**config.mk**
```make
export PLATFORM = sky130hd
export DESIGN_NAME = tile_reset_sequencer
export DESIGN_NICKNAME = d
export VERILOG_FILES = /design/src/rtl/tile_reset_sequencer.sv
export SDC_FILE = /design/constraint.sdc
export NUM_CORES = 1
export LEC_CHECK = 0
export BUFFER_PORTS_ARGS = -buffer_cell sky130_fd_sc_hd__buf_2
export CORE_MARGIN = 8
export CORE_UTILIZATION = 62
export CTS_BUF_LIST = sky130_fd_sc_hd__clkbuf_16
export CTS_CLUSTER_SIZE = 16
export DETAILED_ROUTE_END_ITERATION = 16
export PLACE_DENSITY = 0.83
export SLEW_MARGIN = 0
export SYNTH_ARGS = -nofsm -noshare
export SYNTH_HDL_FRONTEND = slang
export SYNTH_SLANG_ARGS = --single-unit
```
**constraint.sdc**
```tcl
create_clock -name clock -period 4.9 [get_ports clock]
set_clock_uncertainty 0.05 [all_clocks]
set_input_delay 0.245 -clock clock [delete_from_list [all_inputs] [get_ports clock]]
set_output_delay 0.245 -clock clock [all_outputs]
set_load 0.005 [all_outputs]
```
**src/rtl/tile_reset_sequencer.sv**
```systemverilog
// tile_reset_sequencer
// Drives the reset of one tile so that the tile never sees reset while it
// still has TileLink transactions in flight:
//   RUN -> DRAIN (block new A/C traffic and wait for outstanding D responses)
//       -> HOLD  (tile_reset high for HOLD_CYCLES cycles)
//       -> RELEASE (one cycle with reset low and traffic still blocked)
//       -> RUN   (done pulses for one cycle)
// Global reset drops straight into HOLD, so the tile also gets a full
// HOLD_CYCLES reset pulse after power-up.
//
// Ports
//   clock        : sole clock
//   reset        : asynchronous, active-high
//   req_reset    : request to reset the tile (looked at in RUN only)
//   a_fire       : A-channel handshake that expects a D response
//   c_rel_fire   : last beat of a C-channel Release (expects ReleaseAck)
//   d_last_fire  : last beat of a D response (closes one transaction)
//   a_block      : gates the tile A and C valids while high
//   tile_reset   : reset to the tile
//   state        : 0=RUN 1=DRAIN 2=HOLD 3=RELEASE
//   done         : one-cycle pulse on return to RUN
//   timeout_err  : sticky, drain timeout or outstanding-counter overflow
//   outstanding  : current outstanding-transaction count
module tile_reset_sequencer #(
    parameter int CNT_W         = 4,
    parameter int HOLD_CYCLES   = 16,
    parameter int DRAIN_TIMEOUT = 1024
) (
    input  logic             clock,
    input  logic             reset,
    input  logic             req_reset,
    input  logic             a_fire,
    input  logic             c_rel_fire,
    input  logic             d_last_fire,
    output logic             a_block,
    output logic             tile_reset,
    output logic [1:0]       state,
    output logic             done,
    output logic             timeout_err,
    output logic [CNT_W-1:0] outstanding
);

    localparam int SUM_W = CNT_W + 2;
    localparam int HLD_W = $clog2(HOLD_CYCLES + 1);
    localparam int TMR_W = $clog2(DRAIN_TIMEOUT + 1);

    localparam logic [CNT_W-1:0] CNT_MAX   = '1;
    localparam logic [HLD_W-1:0] HOLD_INIT = HLD_W'(HOLD_CYCLES - 1);
    localparam logic [TMR_W-1:0] TMR_LAST  = TMR_W'(DRAIN_TIMEOUT - 1);

    typedef enum logic [1:0] {
        ST_RUN     = 2'd0,
        ST_DRAIN   = 2'd1,
        ST_HOLD    = 2'd2,
        ST_RELEASE = 2'd3
    } state_t;

    state_t             state_q, state_d;
    logic [HLD_W-1:0]   hold_cnt_q, hold_cnt_d;
    logic [TMR_W-1:0]   drain_tmr_q, drain_tmr_d;
    logic [CNT_W-1:0]   cnt_q, cnt_d;
    logic               err_q, err_d;
    logic               done_q, done_d;
    logic               a_block_q, a_block_d;
    logic               tile_reset_q, tile_reset_d;

    logic [SUM_W-1:0]   cnt_sum;
    logic [CNT_W-1:0]   cnt_next;
    logic               cnt_ovf;

    // Outstanding counter: both increments and the decrement are netted in
    // a wider sum so a simultaneous +1/-1 never touches the saturation or
    // floor logic. HOLD clears the count and ignores the fire inputs.
    always_comb begin
        cnt_sum = {2'b00, cnt_q} + SUM_W'(a_fire) + SUM_W'(c_rel_fire);
        if (d_last_fire && (cnt_sum != '0)) begin
            cnt_sum = cnt_sum - SUM_W'(1);
        end
        cnt_ovf  = 1'b0;
        cnt_next = cnt_sum[CNT_W-1:0];
        if (cnt_sum > {2'b00, CNT_MAX}) begin
            cnt_ovf  = 1'b1;
            cnt_next = CNT_MAX;
        end
        if (state_q == ST_HOLD) begin
            cnt_ovf  = 1'b0;
            cnt_next = '0;
        end
    end

    always_comb begin
        state_d     = state_q;
        hold_cnt_d  = hold_cnt_q;
        drain_tmr_d = '0;
        err_d       = err_q | cnt_ovf;

        case (state_q)
            ST_RUN: begin
                if (req_reset) begin
                    state_d = ST_DRAIN;
                end
            end
            ST_DRAIN: begin
                // Leave as soon as the count will be zero next cycle, so the
                // tile is reset the cycle after the last response closes.
                if (cnt_next == '0) begin
                    state_d    = ST_HOLD;
                    hold_cnt_d = HOLD_INIT;
                end else if (drain_tmr_q == TMR_LAST) begin
                    state_d    = ST_HOLD;
                    hold_cnt_d = HOLD_INIT;
                    err_d      = 1'b1;
                end else begin
                    drain_tmr_d = drain_tmr_q + TMR_W'(1);
                end
            end
            ST_HOLD: begin
                if (hold_cnt_q == '0) begin
                    state_d = ST_RELEASE;
                end else begin
                    hold_cnt_d = hold_cnt_q - HLD_W'(1);
                end
            end
            ST_RELEASE: begin
                state_d = ST_RUN;
            end
        endcase

        // Outputs are registered from the next state so they line up with
        // the state output on the same cycle.
        cnt_d        = (state_d == ST_HOLD) ? '0 : cnt_next;
        done_d       = (state_q == ST_RELEASE);
        a_block_d    = (state_d != ST_RUN);
        tile_reset_d = (state_d == ST_HOLD);
    end

    always_ff @(posedge clock or posedge reset) begin
        if (reset) begin
            state_q      <= ST_HOLD;
            hold_cnt_q   <= HOLD_INIT;
            drain_tmr_q  <= '0;
            cnt_q        <= '0;
            err_q        <= 1'b0;
            done_q       <= 1'b0;
            a_block_q    <= 1'b1;
            tile_reset_q <= 1'b1;
        end else begin
            state_q      <= state_d;
            hold_cnt_q   <= hold_cnt_d;
            drain_tmr_q  <= drain_tmr_d;
            cnt_q        <= cnt_d;
            err_q        <= err_d;
            done_q       <= done_d;
            a_block_q    <= a_block_d;
            tile_reset_q <= tile_reset_d;
        end
    end

    assign state       = state_q;
    assign a_block     = a_block_q;
    assign tile_reset  = tile_reset_q;
    assign done        = done_q;
    assign timeout_err = err_q;
    assign outstanding = cnt_q;

endmodule

```
Yosys cells after proc, flatten, opt, wreduce, memory -nomap -nowiden
Cells that the tools add are included.
{"block": "classes", "addsub": 5, "order_cmp": 1, "n_eq_ne": 7, "reduce_logical": 8, "mux": 21, "bitwise": 1}
{"op": "$mux W11", "count": 3}
{"op": "$mux W5", "count": 3}
{"op": "$mux W4", "count": 3}
{"op": "$add A11 B1 Y11 const B", "count": 1}
{"op": "$eq A11 B10 Y1 const B", "count": 1}
{"op": "$pmux W5 S2", "count": 1}
{"op": "$mux W2", "count": 4}
{"op": "$pmux W2 S4", "count": 1}
{"op": "$add A5 B1 Y6", "count": 1}
{"op": "$eq A2 B2 Y1 const B", "count": 3}
{"op": "$gt A6 B4 Y1 const B", "count": 1}
{"op": "$mux W6", "count": 1}
{"op": "$reduce_bool A6 Y1", "count": 1}
{"op": "$sub A6 B1 Y6 const B", "count": 1}
{"op": "$add A4 B1 Y5", "count": 1}
{"op": "$logic_not A5 Y1", "count": 1}
{"op": "$mux W1", "count": 5}
{"op": "$sub A5 B1 Y5 const B", "count": 1}
{"op": "$logic_not A4 Y1", "count": 1}
{"op": "$reduce_bool A2 Y1", "count": 2}
{"op": "$ne A3 B3 Y1 const B", "count": 1}
{"op": "$reduce_and A3 Y1", "count": 1}
{"op": "$eq A2 B1 Y1 const B", "count": 1}
{"op": "$logic_not A2 Y1", "count": 1}
{"op": "3 further kinds", "count": 3}
{"block": "totals", "reg_bits": 26, "elab_cells": 51}

Longest topological paths before layout
Gate-level depths: netlist of run 1.
{"block": "logic_depth", "ltp_word": 13, "ltp_mapped": 8, "mapped_depth_nobuf": 7}

Least setup slack after synthesis of run 1
Ideal clock, no wire load.
{"block": "synth_timing", "path_kind": "reg2reg", "from": "register cnt_q[0], in the netlist outstanding[0]", "to": "register hold_cnt_q[3]", "synth_period_minus_slack_ns": 2.245, "path_stages_with_launch": 8, "slack_ns": 2.655, "setup_ns": 0.080, "t_arrival_ns": 2.116, "n_path_buf": 0, "cell_sequence": "dfrtp_1 > fa_1 > ha_1 > nor2_1 > or2b_2 > o211ai_4 > nand3_1 > a32o_1"}
{"block": "synth_via", "elab_chain_cells": 11, "elab_cells_between_ends": 14}
{"item": "start, declared", "line_no": "61", "text": "logic [CNT_W-1:0] cnt_q, cnt_d;"}
{"item": "start signal, assigned", "line_no": "151", "text": "cnt_q <= cnt_d;"}
{"item": "$add A4 B1 Y5 *", "line_no": "75", "text": "cnt_sum = {2'b00, cnt_q} + SUM_W'(a_fire) + SUM_W'(c_rel_fire);"}
{"item": "$add A5 B1 Y6 *", "line_no": "75"}
{"item": "branches (longest 2 deep; another with $sub A6 B1 Y6)"}
{"item": "$mux W6 *", "line_no": "76", "text": "if (d_last_fire && (cnt_sum != '0)) begin"}
{"item": "$gt A6 B4 Y1", "line_no": "81", "text": "if (cnt_sum > {2'b00, CNT_MAX}) begin"}
{"item": "$mux W4 *", "line_no": "81"}
{"item": "$mux W4 *", "line_no": "85", "text": "if (state_q == ST_HOLD) begin"}
{"item": "$logic_not A4 Y1 *", "line_no": "106", "text": "if (cnt_next == '0) begin"}
{"item": "$ne A3 B3 Y1 (no source line) or $mux W5 (tied branches)"}
{"item": "$reduce_and A3 Y1 (no source line) or $pmux W5 S2 (tied branches)"}
{"item": "end signal, assigned", "line_no": "149", "text": "hold_cnt_q <= hold_cnt_d;"}
{"item": "end, declared", "line_no": "59", "text": "logic [HLD_W-1:0] hold_cnt_q, hold_cnt_d;"}
Mark *: on every way between the ends.
A chain may end at the register's enable or synchronous reset.

Worst setup path after layout of run 1
{"block": "layout_timing", "from": "register cnt_q[0], in the netlist outstanding[0]", "to": "register hold_cnt_q[2]"}
The elaborated chain is that of the path after synthesis.

==> results of run 1 <==
[registers in the layout, summed over array words and instances, names as in the netlist]
| register | flops |
|---|---|
| drain_tmr_q | 11 |
| hold_cnt_q | 5 |
| outstanding | 4 |
| state | 2 |
| a_block | 1 |
| done | 1 |
| tile_reset | 1 |
| timeout_err | 1 |
[logic make-up after synthesis]
| logic type | after synthesis | share of synthesized area |
|---|---|---|
| compound gates | 44 | 0.205 |
| buf+inv | 18 | 0.0551 |
| fa+ha+maj | 8 | 0.0677 |
| flops | 26 | 0.415 |
| xor+xnor | 7 | 0.0386 |
| simple gates | 67 | 0.220 |
[layer usage]
layer  GRT usage  share of wire  up-vias
met5           0              0        -
met4      0.0613          0.018        0
met3      0.0336          0.046        9
met2       0.292           0.51       37
met1       0.179           0.42      623
li1            -              -      619
[layout by cell type (no fill, tap or decap), drive strengths merged, types with 2 or more instances in the layout]
master  count
a211oi      2
ha          7
a21oi      10
nor2       18
a21o        2
dfrtp      19
nand3       5
buf        15
a41oi       2
o21ai      10
a32o        2
nand4       3
and2b       2
xnor2       2
a31oi       4
and2        4
clkbuf      3
inv        10
dfstp       7
nor3        5
xor2        5
nand3b      2
nand2      17
nand2b      4
[where the power goes]
| group | switching, uW | total [uW] | internal (uW) | leakage [uW] |
|---|---|---|---|---|
| Combinational | 233 | 389 | 156 | 0.000383 |
| Clock | 72.4 | 182 | 109 | 0.0000423 |
| Sequential | 41.1 | 308 | 267 | 0.000336 |
| Total | 346 | 878 | 532 | 0.000761 |
[metrics by stage]
stage / std cells / utilization
global placement: 206 / 0.672
floorplan: 170 / -
CTS: 210 / 0.704
finish: 210 / 0.704
detailed placement: 206 / 0.672
global route: 210 / 0.704
[area by class of cell]
cell class / count / area (um2) / area share
Tap cell: 30 / 37.5 / 0.0217
Multi-Input combinational cell: 126 / 843 / 0.488
Clock inverter: 1 / 3.75 / 0.00217
Sequential cell: 26 / 659 / 0.382
Clock buffer: 3 / 75.1 / 0.0434
Inverter: 9 / 33.8 / 0.0196
Timing Repair Buffer: 15 / 75.1 / 0.0434
[worst max-delay path: cells and delay by family, from the launching register on]
family	cells	cell delay, ns
adders and majority gates	2	0.75
AOI/OAI and AO/OA	2	0.63
and+or+nand+nor	3	0.62
DFF	1	0.39
[synth_stat cells, drive strengths merged (3+ instances only)]
library cell	n
a21oi	10
a31oi	4
and2	4
buf	5
clkbuf	4
dfrtp	19
dfstp	7
ha	7
inv	9
nand2	17
nand2b	4
nand3	5
nand4	3
nor2	18
nor3	5
o21ai	10
xor2	5
[path summary, 6_finish.rpt]
check	start	end	slack [ns]	cells after the start
setup / recovery	outstanding[0]	hold_cnt_q[2]	2.40	7
hold / removal	reset	drain_tmr_q[3]	0.14	2
setup reg to reg	outstanding[0]	hold_cnt_q[2]	2.40	7
hold reg to reg	timeout_err	timeout_err	0.44	2
max in group asynchronous	reset	timeout_err	4.08	2
min in group clock	req_reset	a_block	0.40	5
==> flow_summary.toml, run 1 <==
[logic_synthesis]
synth_nets = 184
async_reset_ff_frac = 1.00
synth-edff-count = 0
yosys_register_bits = 26
synth_area_mm2 = 0.00159
synth_top_cell_by_area = "dfrtp_1"
ys.flop_type = "dfrtp_1"
yosys_warnings = 0
yosys.area.top_type_share = 0.299
syn_area_per_cell_um2 = 9.35
syn-instance-count = 170
ys_top_cells_by_area = "dfrtp_1 30%, dfstp_2 12%, ha_1 5.5%"
synth_cell_type_count = 51
ys_seq_area_frac = 0.415

[min_path]
min-delay-path-class = "in2async"

[floorplan]
core_area_mm2 = 0.00245
placementRows = 18
fp.dieArea_mm2 = 0.00444
ios = 16
fp.dieH_um = 66.6
die_w_um = 66.6
start_util = 0.648

[clock_tree]
cts_tree = "built"
post_cts_buffers = 0
cts_repair_resize_count = 0
worstSkewPairLatency_ns = 0.26
clk_pin_slew_ns = 0.06
numCtsBuffers = 3
htreeDepth = 1
cts_max_path_buffers = 2
postCtsHoldBufs = 0
clockRootBuffer = "clkbuf_16"
cts.sinks = 26

[grt]
first_global_vias = 1289
antenna_found_initial = 0
grtUsageTotal = 0.161
grt_first_pass_wirelength_mm = 5.68
grt_max_degree = 27
globalRouteOverflowTotal = 0

[critical_path]
critPathMaxStageDelay_ns = 0.41
worst-setup-path-type = "reg2reg"
crit_chain = "fa_1 -> ha_1 -> nor2_1 -> or2b_2 -> o211ai_4 -> nand3_1 -> a32o_1"
crit_path_start_kind = "flop"
cp-end-kind = "flop"
crit_fanout = 15
critPathRequiredTime_ns = 5.04
arrival_ns = 2.64
critPathSlowestCell = "o211ai_4"

[sta]
finalHoldViolCount = 0
period_share = 0.510
rsz0062_at_grt = "false"
setup_tns_ns = 0
worst_pin_slew_ns = 0.952
slew_viol_final = 0
setup_viol = 0
fmax_mhz = 400
relSlewSlack = 0.365
fin_ws_ns = 2.40
fin_hold_ws_ns = 0.142
layout_min_cycle_time_ns = 2.50

[route]
viasPerCell = 6.13
drt_pass1_iterations = 4
drtIter0Drc = 101
detail-route-antenna-nets = 0
wl_mm = 3.34
route.vias.total = 1288
drc = 0
wl_per_cell_um = 15.9

[run]
maxCapViolCount = 0

[run_status]
status = "complete, no violations"

[final_layout]
stdcell_area_mm2 = 0.00173
layout.nets = 195
area_delta_synth_final_pct = 8.65
drive_above_1_share = 0.194
fill_cells = 177
num_antenna_cells = 0

[pwr]
ir_drop_v = 0.000395
pwr_density_cell_mw_per_mm2 = 508
p_leak_uw = 0.000761
finalPower_uw = 878

[placed_design]
port_buffers = 15
place_worst_setup_slack_ns = 2.36
place.gp.congestion = 0.816
dpl.hpwl_mm = 2.32
dpl_cell_area_mm2 = 0.00165
Note: power is estimated with default switching activity, not from simulation.
==> run 2, diff against run 1 <==
--- a/config.mk
+++ b/config.mk
@@ -7,11 +7,11 @@
 export LEC_CHECK = 0
 export BUFFER_PORTS_ARGS = -buffer_cell sky130_fd_sc_hd__buf_2
 export CORE_MARGIN = 8
-export CORE_UTILIZATION = 62
+export CORE_UTILIZATION = 58
 export CTS_BUF_LIST = sky130_fd_sc_hd__clkbuf_16
 export CTS_CLUSTER_SIZE = 16
 export DETAILED_ROUTE_END_ITERATION = 16
-export PLACE_DENSITY = 0.83
+export PLACE_DENSITY = 0.79
 export SLEW_MARGIN = 0
 export SYNTH_ARGS = -nofsm -noshare
 export SYNTH_HDL_FRONTEND = slang
==> constraint.sdc (replaced) <==
create_clock -name clock -period 2.34 [get_ports clock]
set_clock_uncertainty 0.05 [all_clocks]
set_input_delay 0.117 -clock clock [delete_from_list [all_inputs] [get_ports clock]]
set_output_delay 0.117 -clock clock [all_outputs]
set_load 0.005 [all_outputs]
==> run 2 against run 1 <==
Net effect:
- combinational power rose by 120%
- flip-flop and latch count did not move
- clock power rose by 110%
- critical path depth rose by 1
- design area rose by 4.3%
- sequential share of layout area fell by 1.6 points
- wire length fell by 0.87%
- count of clock-buffer cells in the layout did not move
- critical endpoint is now outstanding[2]
- highest routed layer unchanged
==> flow_summary.toml, run 2 (synthesis results as in run 1) <==
[final_layout]
layout.nets = 204
largest_register_ff_count = 11
area_delta_synth_final_pct = 13.3
drive_above_1_share = 0.238
stdcell_area_mm2 = 0.00180
layout_commonest_cell = "dfrtp_1"
final_cell_mix = "19 x dfrtp_1, 18 x nor2_1, 17 x nand2_1, 15 x buf_2"
top_register = "drain_tmr_q"
num_antenna_cells = 0

[run]
maxCapViolCount = 0

[route]
wl_mm = 3.31
route.vias.total = 1309
wl_met2_mm = 1.65
drtIter0Drc = 100
wl_met3_um = 139
detail-route-antenna-nets = 0
drt_pass1_iterations = 4
wl_per_cell_um = 15.1
drc = 0
drt-met1-wl_mm = 1.45
viasPerCell = 5.95
maxUsedRoutingLayer = "met4"

[sta]
layout_min_cycle_time_ns = 2.23
period_share = 0.952
relSlewSlack = 0.362
setup_tns_ns = 0
fmax_mhz = 449
slew_viol_final = 0
finalHoldViolCount = 0
setup_viol = 0
worst_pin_slew_ns = 0.955
rsz0062_at_grt = "false"

[grt]
globalRouteOverflowTotal = 0
grt_max_degree = 26
grt_first_pass_wirelength_mm = 5.76
first_global_vias = 1293
antenna_found_initial = 0
grtUsageTotal = 0.161

[critical_path]
crit_fanout = 5
worst-setup-path-type = "reg2reg"
regToRegEndpoint = "outstanding[2]"
arrival_ns = 2.35
r2r_setup_slack_ns = 0.11
cp-end-kind = "flop"
crit-reg2reg-launch = "outstanding[0]"
reg2reg_depth = 8
critPathRequiredTime_ns = 2.46
crit_path_start_kind = "flop"

[pwr]
ir_drop_v = 0.00104
p_leak_uw = 0.000800
pwr_density_cell_mw_per_mm2 = 1050

[clock_tree]
clk_pin_slew_ns = 0.07
worstSkewPairLatency_ns = 0.26
cts.sinks = 26
clockRootBuffer = "clkbuf_16"
cts_max_path_buffers = 2
htreeDepth = 1
numCtsBuffers = 3
cts_tree = "built"

[run_status]
status = "complete, no violations"

[floorplan]
start_util = 0.592
ios = 16
fp.dieArea_mm2 = 0.00467
die_w_um = 68.4
fp.dieH_um = 68.4
placementRows = 19
core_area_mm2 = 0.00269

[placed_design]
place.gp.congestion = 0.886
dpl_cell_area_mm2 = 0.00171
dpl.hpwl_mm = 2.40
port_buffers = 15

[min_path]
min-delay-path-class = "in2async"
run 2: stage by stage:
stage | utilization | instances | power (uW) | setup WS [ns] | hold slack, ns
global placement | 0.637 | 215 | 1470 | 0.0955 | 0.305
floorplan | - | 170 | 1270 | 0.0947 | 0.102
CTS | 0.666 | 219 | 1890 | 0.0000904 | 0.0404
detailed placement | 0.637 | 215 | 1490 | 0.0427 | 0.323
finish | 0.671 | 220 | 1890 | 0.111 | 0.0169
global route | 0.671 | 220 | 2050 | 0.00127 | 0.108
run 2: timing repair:
| action | 4_1_cts | 5_1_grt |
|---|---|---|
| endpoints found under the setup margin | 0 | 16 |
| hold endpoints to repair | 0 | 0 |
| resized for setup | 0 | 2 |
| setup buffers | 0 | 1 |
| hold buffers | 0 | 0 |
run 2: layer usage:
layer,GRT usage,vias to the layer above
met1,0.195,628
met3,0.0262,7
met2,0.272,36
li1,-,638
met4,0.0767,0
met5,0,-
run 2: worst max path at each step:
stage | from | endpoint | slack (ns) | cells past startpoint
floorplan | outstanding[0] | hold_cnt_q[3] | 0.09 | 7
global placement | outstanding[0] | hold_cnt_q[3] | 0.1 | 7
detailed placement | outstanding[0] | hold_cnt_q[3] | 0.04 | 7
CTS | outstanding[0] | hold_cnt_q[3] | 0.00009 | 7
global route | outstanding[0] | outstanding[2] | 0.001 | 8
finish | outstanding[0] | outstanding[2] | 0.11 | 8
run 2: cell type report:
class	instances	area (um2)
flip-flops and latches	26	659
inverters	9	33.8
multi-input cells	126	848
well taps	31	38.8
fillers	219	885
clock buffers	3	75.1
clock inverters	1	3.75
repair buffers	24	143
run 2: critical path, cell delays in order (launching register included):
cell and delay [ns]:
dfrtp_1 0.40, fa_2 0.36, ha_1 0.30, buf_4 0.15, nor3b_1 0.19, buf_4 0.17, a21oi_1 0.07, a21bo_2 0.22
a211oi_1 0.24
run 2: power by group:
group | leakage, uW | switching [uW] | internal (uW)
registers | 0.000336 | 84.1 | 559
clock network | 0.0000385 | 153 | 229
logic | 0.000426 | 481 | 385
total | 0.000800 | 719 | 1170
==> run 3, diff against run 2 <==
--- a/config.mk
+++ b/config.mk
@@ -12,6 +12,7 @@
 export CTS_CLUSTER_SIZE = 16
 export DETAILED_ROUTE_END_ITERATION = 16
 export PLACE_DENSITY = 0.79
+export RECOVER_POWER = 25
 export SLEW_MARGIN = 0
 export SYNTH_ARGS = -nofsm -noshare
 export SYNTH_HDL_FRONTEND = slang
==> constraint.sdc (replaced) <==
create_clock -name clock -period 2.34 [get_ports clock]
set_clock_uncertainty 0.05 [all_clocks]
set_input_delay 0.234 -clock clock [delete_from_list [all_inputs] [get_ports clock]]
set_output_delay 0.234 -clock clock [all_outputs]
set_load 0.005 [all_outputs]
==> run 3 against run 2 <==
Net effect:
- first-iteration DRC count rose by 4.0%
- global-route usage is 0.25 points lower
- count of clock-buffer cells in the layout is the same
- utilization grew 0.93 points
- non-clock buffer count is 1 higher
- maximum frequency shrank 1.7%
- combinational power up 4.6%
- flip-flop and latch count unchanged
- sequential power about the same
- critical path type unchanged
- critical endpoint is now hold_cnt_q[3]
- largest cell class unchanged
==> flow_summary.toml, run 3 (synthesis results as in run 1) <==
[min_path]
min-delay-path-class = "in2async"

[clock_tree]
postCtsHoldBufs = 0
htreeDepth = 1
cts_max_path_buffers = 2
worstSkewPairLatency_ns = 0.26
numCtsBuffers = 3
clockRootBuffer = "clkbuf_16"
cts.sinks = 26
clk_pin_slew_ns = 0.07
cts_tree = "built"

[critical_path]
crit_fanout = 7
crit_path_start_kind = "flop"
cp-end-kind = "flop"
critPathRequiredTime_ns = 2.48
worst-setup-path-type = "reg2reg"
arrival_ns = 2.41

[floorplan]
core_area_mm2 = 0.00269
fp.dieArea_mm2 = 0.00467
die_w_um = 68.4
placementRows = 19
start_util = 0.592
fp.dieH_um = 68.4
ios = 16

[pwr]
p_seq_frac = 0.332
switching_power_uw = 755
p_int_uw = 1180
pwr_density_cell_mw_per_mm2 = 1060
combPwrFrac = 0.469
ir_drop_v = 0.000888
p_leak_uw = 0.000809
netSwitchingFraction = 0.391
clock_power_share = 0.198

[sta]
fin_hold_ws_ns = 0.103
finalHoldViolCount = 0
relSlewSlack = 0.414
rsz0062_at_grt = "false"
slew_viol_final = 0
layout_min_cycle_time_ns = 2.27
worst_pin_slew_ns = 0.879
setup_viol = 0
period_share = 0.969
fmax_mhz = 441
fin_ws_ns = 0.0722

[final_layout]
top_register = "drain_tmr_q"
fill_cells = 232
layout_commonest_cell = "dfrtp_1"
finalNonFillerCells = 221
drive_above_1_share = 0.258
largest_register_ff_count = 11
final_cell_mix = "19 x dfrtp_1, 17 x nor2_1, 17 x nand2_1, 15 x buf_2, 10 x buf_4"
num_antenna_cells = 0
area_delta_synth_final_pct = 14.9
layout.nets = 205

[grt]
antenna_found_initial = 0
grt_max_degree = 25
first_global_vias = 1290
grtUsageTotal = 0.158
globalRouteOverflowTotal = 0
grt_first_pass_wirelength_mm = 5.68

[placed_design]
port_buffers = 15
place_worst_setup_slack_ns = -0.0254
dpl.cell_count = 216
place.gp.congestion = 0.853
dpl.hpwl_mm = 2.48

[route]
wl_mm = 3.40
wl_per_cell_um = 15.4
viasPerCell = 5.87
route.vias.total = 1298
drt_pass1_iterations = 4
drtIter0Drc = 104
detail-route-antenna-nets = 0
drc = 0

[run_status]
status = "complete, no violations"

[run]
maxCapViolCount = 0
==> run 3: cell count changes in the layout (fill, tap and decap cells not counted), sizes merged <==
cell  previous run  this run
buf             24        25
==> run 3: timing repair <==
item,in CTS,in global routing
pin swaps,1,1
cloned,0,0
resized for setup,2,4
setup buffers,1,0
setup endpoints to repair,13,8
==> run 3: power by group through the flow <==
stage	combinational (uW)	sequential (uW)	clock (uW)
after detailed placement	857	652	0
after floorplan	643	628	0
after CTS	890	645	389
after global placement	821	643	0
final	907	642	383
after global routing	999	658	402
==> run 3: area by class of cell <==
cell class	count	area, um2	area share
Clock buffer	3	75.1	0.0411
Clock inverter	1	3.75	0.00205
Inverter	9	33.8	0.0185
Multi-Input combinational cell	126	866	0.474
Sequential cell	26	659	0.361
Tap cell	31	38.8	0.0212
Timing Repair Buffer	25	150	0.0822
==> run 3: metal layers <==
metal  GRT usage  wire length, um  vias up
li1            -                -      638
met1       0.188             1510      622
met2       0.272             1700       31
met3      0.0262              115        7
met4      0.0767               70        0
met5           0                0        -
==> run 3: path summary, 6_finish.rpt <==
kind,startpoint,end,slack [ns],cells past startpoint
max,outstanding[0],hold_cnt_q[3],0.07,7
min,reset,timeout_err,0.10,2
min in group clock,req_reset,a_block,0.34,5
max reg2reg,outstanding[0],hold_cnt_q[3],0.07,7
min reg2reg,drain_tmr_q[0],drain_tmr_q[0],0.44,1
max in group asynchronous,reset,tile_reset,1.47,3
==> run 3: stage by stage <==
step | utilization | TNS, ns | power (uW) | area [um2]
2_1_floorplan | - | 0 | 1270 | 1590
3_3_place_gp | 0.639 | 0 | 1460 | 1720
3_5_place_dp | 0.639 | -0.0399 | 1510 | 1720
4_1_cts | 0.674 | 0 | 1920 | 1810
5_1_grt | 0.680 | 0 | 2060 | 1830
6_report | 0.680 | 0 | 1930 | 1830
==> run 3: worst max-delay path, cell delays in order (launching register included) <==
cell      delay, ns
dfrtp_1        0.41
fa_2           0.36
ha_1           0.31
nor2_1         0.14
or2b_4         0.31
o211ai_4       0.27
nand3_1        0.12
a32o_1         0.23
